$ cat config.mk
export PLATFORM = sky130hd
export DESIGN_NAME = ycbcr444_to_rgb565
export DESIGN_NICKNAME = d
export VERILOG_FILES = /design/src/rtl/ycbcr444_to_rgb565.sv
export SDC_FILE = /design/constraint.sdc
export NUM_CORES = 1
export LEC_CHECK = 0
export ABC_CLOCK_PERIOD_IN_PS = 4900
export CAP_MARGIN = 5
export CORE_AREA = 2 2 134 136
export CTS_CLUSTER_DIAMETER = 200
export DETAILED_ROUTE_END_ITERATION = 8
export DIE_AREA = 0 0 136 138
export GPL_TIMING_DRIVEN = 0
export PLACE_DENSITY_LB_ADDON = 0.1
export SLEW_MARGIN = 20
export SYNTH_ARGS = -nofsm -noshare
export SYNTH_HDL_FRONTEND = slang
export SYNTH_SLANG_ARGS = --single-unit
$ cat constraint.sdc
create_clock -name clk -period 4.9 [get_ports clk]
set_clock_uncertainty 0.15 [all_clocks]
set_input_delay 0.49 -clock clk [delete_from_list [all_inputs] [get_ports clk]]
set_output_delay 0.49 -clock clk [all_outputs]
set_load 0.01 [all_outputs]
$ cat src/rtl/ycbcr444_to_rgb565.sv
// ---------------------------------------------------------------------------
// ycbcr444_to_rgb565
//
// Three-stage pipelined YCbCr 4:4:4 to RGB565 converter. It undoes the
// front-end RGB565 -> YCbCr stage so that processed luma/chroma can go back
// to the LCD domain. One pixel is accepted every clock. There is no
// handshake, and no state is carried from one pixel to the next.
//
// Optional feature macro: YCBCR2RGB_ROUND_EN
//   defined   : 128 is added to each sum before the >>8, so every 8-bit
//               channel is rounded half-up.
//   undefined : each 8-bit channel is floored.
// The 565 packing always truncates. Latency is the same in both builds.
//
// Parameters
//   H_DISP, V_DISP   Frame geometry. Informational only.
//
// Ports
//   clk          in   1   pixel clock
//   rst          in   1   asynchronous, active-high reset
//   ycbcr_hsync  in   1   line sync
//   ycbcr_vsync  in   1   frame sync
//   ycbcr_de     in   1   data enable
//   ycbcr_data   in  24   {Y, Cb, Cr}, each unsigned 8-bit
//   rgb_hsync    out  1   ycbcr_hsync delayed 3 cycles
//   rgb_vsync    out  1   ycbcr_vsync delayed 3 cycles
//   rgb_de       out  1   ycbcr_de delayed 3 cycles
//   rgb_data     out 16   {R[4:0], G[5:0], B[4:0]}, zero while rgb_de is low
// ---------------------------------------------------------------------------
module ycbcr444_to_rgb565 #(
  parameter logic [11:0] H_DISP = 12'd480,
  parameter logic [11:0] V_DISP = 12'd272
) (
  input  logic        clk,
  input  logic        rst,
  input  logic        ycbcr_hsync,
  input  logic        ycbcr_vsync,
  input  logic        ycbcr_de,
  input  logic [23:0] ycbcr_data,
  output logic        rgb_hsync,
  output logic        rgb_vsync,
  output logic        rgb_de,
  output logic [15:0] rgb_data
);

  // The geometry is kept only to document the frame size. This empty block
  // is the single place that refers to it.
  if (H_DISP == 12'd0 || V_DISP == 12'd0) begin : g_geometry_unset
  end

`ifdef YCBCR2RGB_ROUND_EN
  localparam logic signed [18:0] ROUND_C = 19'sd128;
`else
  localparam logic signed [18:0] ROUND_C = 19'sd0;
`endif

  // Every accumulator is 19-bit signed. The largest magnitude is below 2^17,
  // so no intermediate value can overflow.
  logic signed [18:0] cb_off;
  logic signed [18:0] cr_off;

  logic signed [18:0] y_s1;
  logic signed [18:0] r_cr_s1;
  logic signed [18:0] g_cb_s1;
  logic signed [18:0] g_cr_s1;
  logic signed [18:0] b_cb_s1;

  logic signed [18:0] r_s2;
  logic signed [18:0] g_s2;
  logic signed [18:0] b_s2;

  logic [7:0]  r8;
  logic [7:0]  g8;
  logic [7:0]  b8;
  logic [15:0] rgb_next;

  logic [2:0] hs_sr;
  logic [2:0] vs_sr;
  logic [2:0] de_sr;

  // Chroma is recentred to -128..127.
  assign cb_off = $signed({11'd0, ycbcr_data[15:8]}) - 19'sd128;
  assign cr_off = $signed({11'd0, ycbcr_data[7:0]})  - 19'sd128;

  // Stage 1 registers Y*256 and the four coefficient products (x256 scale).
  always_ff @(posedge clk or posedge rst) begin
    if (rst) begin
      y_s1    <= '0;
      r_cr_s1 <= '0;
      g_cb_s1 <= '0;
      g_cr_s1 <= '0;
      b_cb_s1 <= '0;
    end else begin
      y_s1    <= $signed({3'd0, ycbcr_data[23:16], 8'd0});
      r_cr_s1 <= 19'sd359 * cr_off;
      g_cb_s1 <= 19'sd88  * cb_off;
      g_cr_s1 <= 19'sd183 * cr_off;
      b_cb_s1 <= 19'sd454 * cb_off;
    end
  end

  // Stage 2 registers the three channel sums. ROUND_C is added here so that
  // the rounded build has the same latency as the truncating build.
  always_ff @(posedge clk or posedge rst) begin
    if (rst) begin
      r_s2 <= '0;
      g_s2 <= '0;
      b_s2 <= '0;
    end else begin
      r_s2 <= y_s1 + r_cr_s1 + ROUND_C;
      g_s2 <= y_s1 - g_cb_s1 - g_cr_s1 + ROUND_C;
      b_s2 <= y_s1 + b_cb_s1 + ROUND_C;
    end
  end

  // The arithmetic shift floors, so anything in -1..-0.x lands on -1 and
  // clamps to 0. Anything at or above 256 clamps to 255.
  function automatic logic [7:0] clamp_u8(input logic signed [18:0] acc);
    logic signed [18:0] shifted;
    shifted = acc >>> 8;
    if (shifted < 19'sd0)
      clamp_u8 = 8'd0;
    else if (shifted > 19'sd255)
      clamp_u8 = 8'hFF;
    else
      clamp_u8 = shifted[7:0];
  endfunction

  // The low bits are masked rather than sliced away. This drops them in the
  // same way that truncation to 5/6/5 would.
  always_comb begin
    r8       = clamp_u8(r_s2);
    g8       = clamp_u8(g_s2);
    b8       = clamp_u8(b_s2);
    rgb_next = ({8'd0, r8 & 8'hF8} << 8)
             | ({8'd0, g8 & 8'hFC} << 3)
             | ({8'd0, b8} >> 3);
  end

  // Stage 3 output register. de_sr[1] is the enable that moves to rgb_de on
  // this same edge, so blanking stays aligned with the data.
  always_ff @(posedge clk or posedge rst) begin
    if (rst)
      rgb_data <= '0;
    else if (de_sr[1])
      rgb_data <= rgb_next;
    else
      rgb_data <= '0;
  end

  // Timing signals pass through unchanged, 3 cycles deep to match the data path.
  always_ff @(posedge clk or posedge rst) begin
    if (rst) begin
      hs_sr <= '0;
      vs_sr <= '0;
      de_sr <= '0;
    end else begin
      hs_sr <= {hs_sr[1:0], ycbcr_hsync};
      vs_sr <= {vs_sr[1:0], ycbcr_vsync};
      de_sr <= {de_sr[1:0], ycbcr_de};
    end
  end

  assign rgb_hsync = hs_sr[2];
  assign rgb_vsync = vs_sr[2];
  assign rgb_de    = de_sr[2];

endmodule

==> implementation parameters, run 1 <==
Parameter                              Value

Routing
  Antenna Violating Nets Remaining ... 0
  Detailed-route DRC error count ... 0
  Total vias in the final route ... 6480
  Starting DRC count in detailed routing ... roughly 260
  Average wire length per cell after detail routing ... approximately 14 um
  Pre-antenna DRT Iters ... 4
  Routed wire length ... between 15000 and 20000 um
  Number of vias per cell after detailed routing ... a little over 5

Power and ir drop
  Leakage power summed over all cells ... roughly 5.7 nW
  Total Power Consumption ... roughly 5.7 mW
  Power per unit of standard cell area ... 520 nW/um^2
  Maximum vdd ir drop ... roughly 370 uV

Synthesis
  Area fraction of the dominant cell type after synthesis ... between 20% and 30%
  Area share of and/or/nand/nor cells after synthesis ... between 8 and 9%
  Cell variety after synth ... between 50 and 60
  Async set or reset register ratio after synthesis ... 100%
  Flops & latches, synth ... ~110
  Xor/xnor share of the synthesized area ... around 5.4%
  Post-Synthesis Cell Area ... ~10000 um^2
  Synth warnings ... 0
  Adder and majority cell fraction of the synthesized area ... 38.8%
  Share of the yosys chip area belonging to registers ... 28.8%
  Top cell type by total area after synthesis ... sky130_fd_sc_hd__dfrtp_1
  Syn nets ... 1257
  Synth Instances ... a little under 1000
  Syn_area_per_cell ... 10.1 um^2
  Cell types occupying the most area after synthesis ... sky130_fd_sc_hd__dfrtp_1, sky130_fd_sc_hd__ha_1, sky130_fd_sc_hd__fa_1
  Main combinational cell family by area after synthesis ... adder cells
  Top FF cell, synth ... sky130_fd_sc_hd__dfrtp_1
  Compound-gate portion of the synthesized area ... under 10%
  Multiplexer area fraction after synthesis ... less than 1%
  EDFF count, synth ... 0

Layout
  Commonest cells after routing, fill and taps aside ... sky130_fd_sc_hd__inv_1, sky130_fd_sc_hd__ha_1, sky130_fd_sc_hd__dfrtp_1
  Final design area excluding fillers ... roughly 11000 um^2
  Diode count ... 0
  Utilization after layout ... 62.0%
  Layout cell share with drive strength beyond 1 ... under 10%
  # nets final ... between 1000 and 1500
  Relative area change from synthesis to final layout ... 11.8%
  Most common library cell in the layout ignoring fill and taps ... sky130_fd_sc_hd__inv_1

Timing
  Unrepaired setup endpoints after global routing ... false
  Worst slew pin tran ... 0.510 ns
  Final-report setup violation count ... 0
  Max Freq ... between 200 and 250 MHz
  Final critical path time including I/O delays and setup ... ~4.7 ns
  Relative slew slack ... between 60% and 70%
  PnR worst setup slack ... around 0.23 ns
  Final hold vios ... 0
  Final-report max-slew violation count ... 0
  Share of the clock period used by the worst path ... between 90% and 100%
  Hold slack final ... around 0.19 ns

Floorplan
  Area of the die ... between 15000 and 20000 um^2
  Starting density of the core ... 55.4%
  Die Height ... roughly 140 um
  Core Region ... around 18000 um^2
  Number of cell rows ... 49
  Number of top-level pins ... 48
  Die Wd ... approximately 140 um

GRT
  Global-route wire length before repair ... 30500 um
  Pin count of the biggest net entering global routing ... 60
  Initial antenna violation count ... 0
  Aggregate global routing overflow ... 0
  Total global-route track usage ... approximately a fifth
  Vias in the first global route ... around 6300

Setup path
  Buffer and inverter count on the worst path ... 5
  Worst path cell trace ... buf_2 > inv_1 > ha_1 > inv_1 > fa_1 > inv_1 > fa_1 > inv_1 > fa_1 > ha_1 > ha_1 > or3_1 > o211a_4 > a311oi_4 > nor2_1 > o21a_1 > xnor2_1
  Endpoint class of the critical path ... register
  Endpoint arrival time on the critical path ... 4.76 ns
  Delay contributed by the slowest stage of the critical path ... roughly 0.51 ns
  Category of cells accounting for the largest share of critical-path delay ... adder cells
  Worst EP required ... around 5 ns
  Most frequent cell on the critical path ... sky130_fd_sc_hd__inv_1
  Cell with the biggest individual delay on the critical path ... sky130_fd_sc_hd__fa_1
  Critical-path maximum fanout ... 6
  Critical path class ... input pin to register
  Startpoint type of the worst setup path ... input pin

Clock network
  Clock transition at the registers of the reported paths ... about 0.07 ns
  H-Tree Depth ... 3
  Clock tree from TritonCTS ... built
  TritonCTS sink count ... approximately 110
  Root buffer cell ... sky130_fd_sc_hd__clkbuf_16
  Cts bufs inserted ... 9
  Clock latency at the later pin of the worst-skew pair ... approximately 0.35 ns
  Maximum buffer depth of the clock tree ... 2

Placement
  Post-DP Area ... 10500 um^2
  Weighted congestion reported at the end of routability-driven placement ... roughly 0.90
  Detailed-placement wirelength estimate ... 14600 um
  Post-Place Setup Slack ... -1.39 ns
  Port-buffer cells ... 47

Run
  Number of max-cap violations ... 0

Status
  Run status ... finished clean

Hold path
  Worst min path class ... input pin to register
## timing repair
item,in CTS,in global routing
hold endpoints to repair,0,0
setup endpoints to repair,25,14
buffers inserted,1,0
resized for setup,28,26
hold buffers,0,0
## worst register-to-register path: stages, from the launching register on
cell and delay, ns:
sky130_fd_sc_hd__dfrtp_1 0.49, sky130_fd_sc_hd__fa_1 0.52, sky130_fd_sc_hd__ha_1 0.41, sky130_fd_sc_hd__and3_1 0.20
sky130_fd_sc_hd__a21o_1 0.18, sky130_fd_sc_hd__a211oi_1 0.47, sky130_fd_sc_hd__nand2_1 0.10, sky130_fd_sc_hd__o21ai_0 0.16
sky130_fd_sc_hd__o211ai_1 0.12
## state kept, by name, summed over array words and instances (netlist names)
signal	count
r_s2	8
g_cb_s1	11
r_cr_s1	11
b_cb_s1	14
hs_sr	3
rgb_data	16
g_s2	9
de_sr	3
g_cr_s1	18
y_s1	8
vs_sr	3
b_s2	8
## layer usage
metal	vias to the layer above	GRT usage (%)	share of wire [%]
met5	-	0	0
li1	3304	-	-
met3	16	2.49	3.1
met1	3047	30.4	50
met2	113	31.7	45
met4	0	5.15	1.3
## per-stage QoR
stage               cells  setup TNS, ns
floorplan             967              0
global placement     1243         -44.40
detailed placement   1244         -22.67
CTS                  1261              0
global route         1261              0
finish               1261              0
## power by group
part | total, mW | internal (mW) | switching [mW]
combinational | 3.45 | 1.53 | 1.92
sequential | 1.40 | 1.28 | 0.126
clock | 0.803 | 0.457 | 0.346
total | 5.65 | 3.26 | 2.39
## area by class of cell
type / count / area, um^2
flip-flops and latches: 112 / 2800
clock inverters: 6 / 97.6
clock buffers: 10 / 229
plain buffers: 2 / 8.76
well taps: 229 / 287
inverters: 210 / 800
repair buffers: 49 / 475
fillers: 1535 / 6670
multi-input cells: 643 / 6170
## cells by family after synthesis
kind of cell	after synthesis
DFF	112
adders and majority gates	261
buffers and inverters	212
xor gates and xnor gates	60
muxes	3
and+or+nand+nor	177
AOI/OAI and AO/OA	142
## synth_stat cells, types with 7 or more instances
library cell                n
sky130_fd_sc_hd__a21o_1    16
sky130_fd_sc_hd__a21oi_1   36
sky130_fd_sc_hd__dfrtp_1  112
sky130_fd_sc_hd__fa_1      67
sky130_fd_sc_hd__ha_1     194
sky130_fd_sc_hd__inv_1    210
sky130_fd_sc_hd__nand2_1   32
sky130_fd_sc_hd__nand3_1   10
sky130_fd_sc_hd__nor2_1    62
sky130_fd_sc_hd__nor2b_1    7
sky130_fd_sc_hd__nor3_1    31
sky130_fd_sc_hd__o21a_1    12
sky130_fd_sc_hd__o21ai_0   16
sky130_fd_sc_hd__o21ai_1    8
sky130_fd_sc_hd__or2_2      9
sky130_fd_sc_hd__xnor2_1   41
sky130_fd_sc_hd__xor2_1    19
## path summary, 6_finish.rpt
| kind | startpoint | endpoint | slack (ns) | depth (start not counted) |
|---|---|---|---|---|
| worst max-delay path | ycbcr_data[1] | r_cr_s1[18] | 0.23 | 17 |
| worst min-delay path | ycbcr_data[8] | b_cb_s1[1] | 0.19 | 1 |
| worst max register to register | y_s1[10] | g_s2[17] | 1.99 | 8 |
| worst min register to register | hs_sr[1] | hs_sr[2] | 0.20 | 0 |
| max in group asynchronous | rst | r_s2[12] | 3.55 | 3 |
| min in group asynchronous | rst | rgb_data[2] | 0.40 | 2 |
Power figures use the tool's default switching activity.
==> run 2, diff against run 1 <==
--- a/config.mk
+++ b/config.mk
@@ -11,6 +11,7 @@
 export CTS_CLUSTER_DIAMETER = 200
 export DETAILED_ROUTE_END_ITERATION = 8
 export DIE_AREA = 0 0 136 138
+export GPL_ROUTABILITY_DRIVEN = 0
 export GPL_TIMING_DRIVEN = 0
 export PLACE_DENSITY_LB_ADDON = 0.1
 export SLEW_MARGIN = 20
==> results of run 2 <==
Same layout as run 1: the final DEF is identical, and so are final timing and power.
==> variant (settings of run 2) <==
The localparam `ROUND_C` goes from 19'sd0 to 19'sd1.
--- a/src/rtl/ycbcr444_to_rgb565.sv
+++ b/src/rtl/ycbcr444_to_rgb565.sv
@@ -53,3 +53,3 @@
 `else
-  localparam logic signed [18:0] ROUND_C = 19'sd0;
+  localparam logic signed [18:0] ROUND_C = 19'sd1;
 `endif
Function: changed (Yosys sat finds a counterexample within 4 cycles, from zero or initial values and one cycle with rst high).
==> variant against run 2 <==
Sequential cell count up 4. Worst setup slack worse by 0.046 ns. Final area grew 2.9%. Fmax fell by 0.98%. Area after synthesis about the same. Clock power increased by 58%. Routed wire length is 3.3% lower. Total power is 6.2% higher.
==> variant: results <==
set metrics [dict create \
    netSwitchingPower_mw 2.35 \
    yosysSeqAreaShare_pct 29.8 \
    path_max_fanout 9 \
    post_cts_buffers 2 \
    met2_length_um 8170 \
    drive_above_1_share_pct 6.63 \
    synth-compound-area-share_pct 9.25 \
    synth_cells 944 \
    clk_latency_ns 0.40 \
    grt_pass1_vias 6402 \
    vias 6297 \
    critical-path-max-stage-delay_ns 0.58 \
    grt_pass1_wl_um 29800 \
    power.internal_mw 3.65 \
    outcome "completed" \
    synth_area_leaders "dfrtp_1, ha_1, fa_1, inv_1, xnor2_1" \
    wl_met1_um 8100 \
    cp_data_arrival_time_ns 4.90 \
    r2r_cells 9 \
    dr.first_iter.drc_count 195 \
    worst_ir_drop_vdd_v 0.000383 \
    worst_slew_pin_slew_ns 0.437 \
    synthAdderAreaFrac_pct 39.1 \
    grtUsageTotal_pct 20.1 \
    worst_slack_ns 0.180 \
    p_leak_nw 5.86 \
    netlist_top_cells_count "inv_1, ha_1, dfrtp_1" \
    startpoint "ycbcr_data[15]" \
    gr-usage-met2_pct 33.0 \
    cts_made_buffers 17 \
    dp_hpwl_um 13800 \
]
==> variant: how the worst min path moves through the flow <==
stage | slack, ns | end | from
2_1_floorplan | 0.18 | de_sr[1]$_DFF_PP0_ | de_sr[0]$_DFF_PP0_
3_3_place_gp | 0.18 | de_sr[1]$_DFF_PP0_ | de_sr[0]$_DFF_PP0_
3_5_place_dp | 0.19 | vs_sr[2]$_DFF_PP0_ | vs_sr[1]$_DFF_PP0_
4_1_cts | 0.20 | de_sr[1]$_DFF_PP0_ | de_sr[0]$_DFF_PP0_
5_1_grt | 0.17 | g_cr_s1[0]$_DFF_PP0_ | ycbcr_data[0]
6_report | 0.18 | g_cr_s1[0]$_DFF_PP0_ | ycbcr_data[0]
==> variant: area by class of cell <==
class	count	area, sq um	share of cell area (%)
Clock buffer	17	425	3.80
Timing Repair Buffer	50	483	4.32
Multi-Input combinational cell	626	6120	54.7
Clock inverter	15	193	1.72
Buffer	2	11.3	0.101
Tap cell	229	287	2.56
Sequential cell	116	2900	26.0
Inverter	199	759	6.79
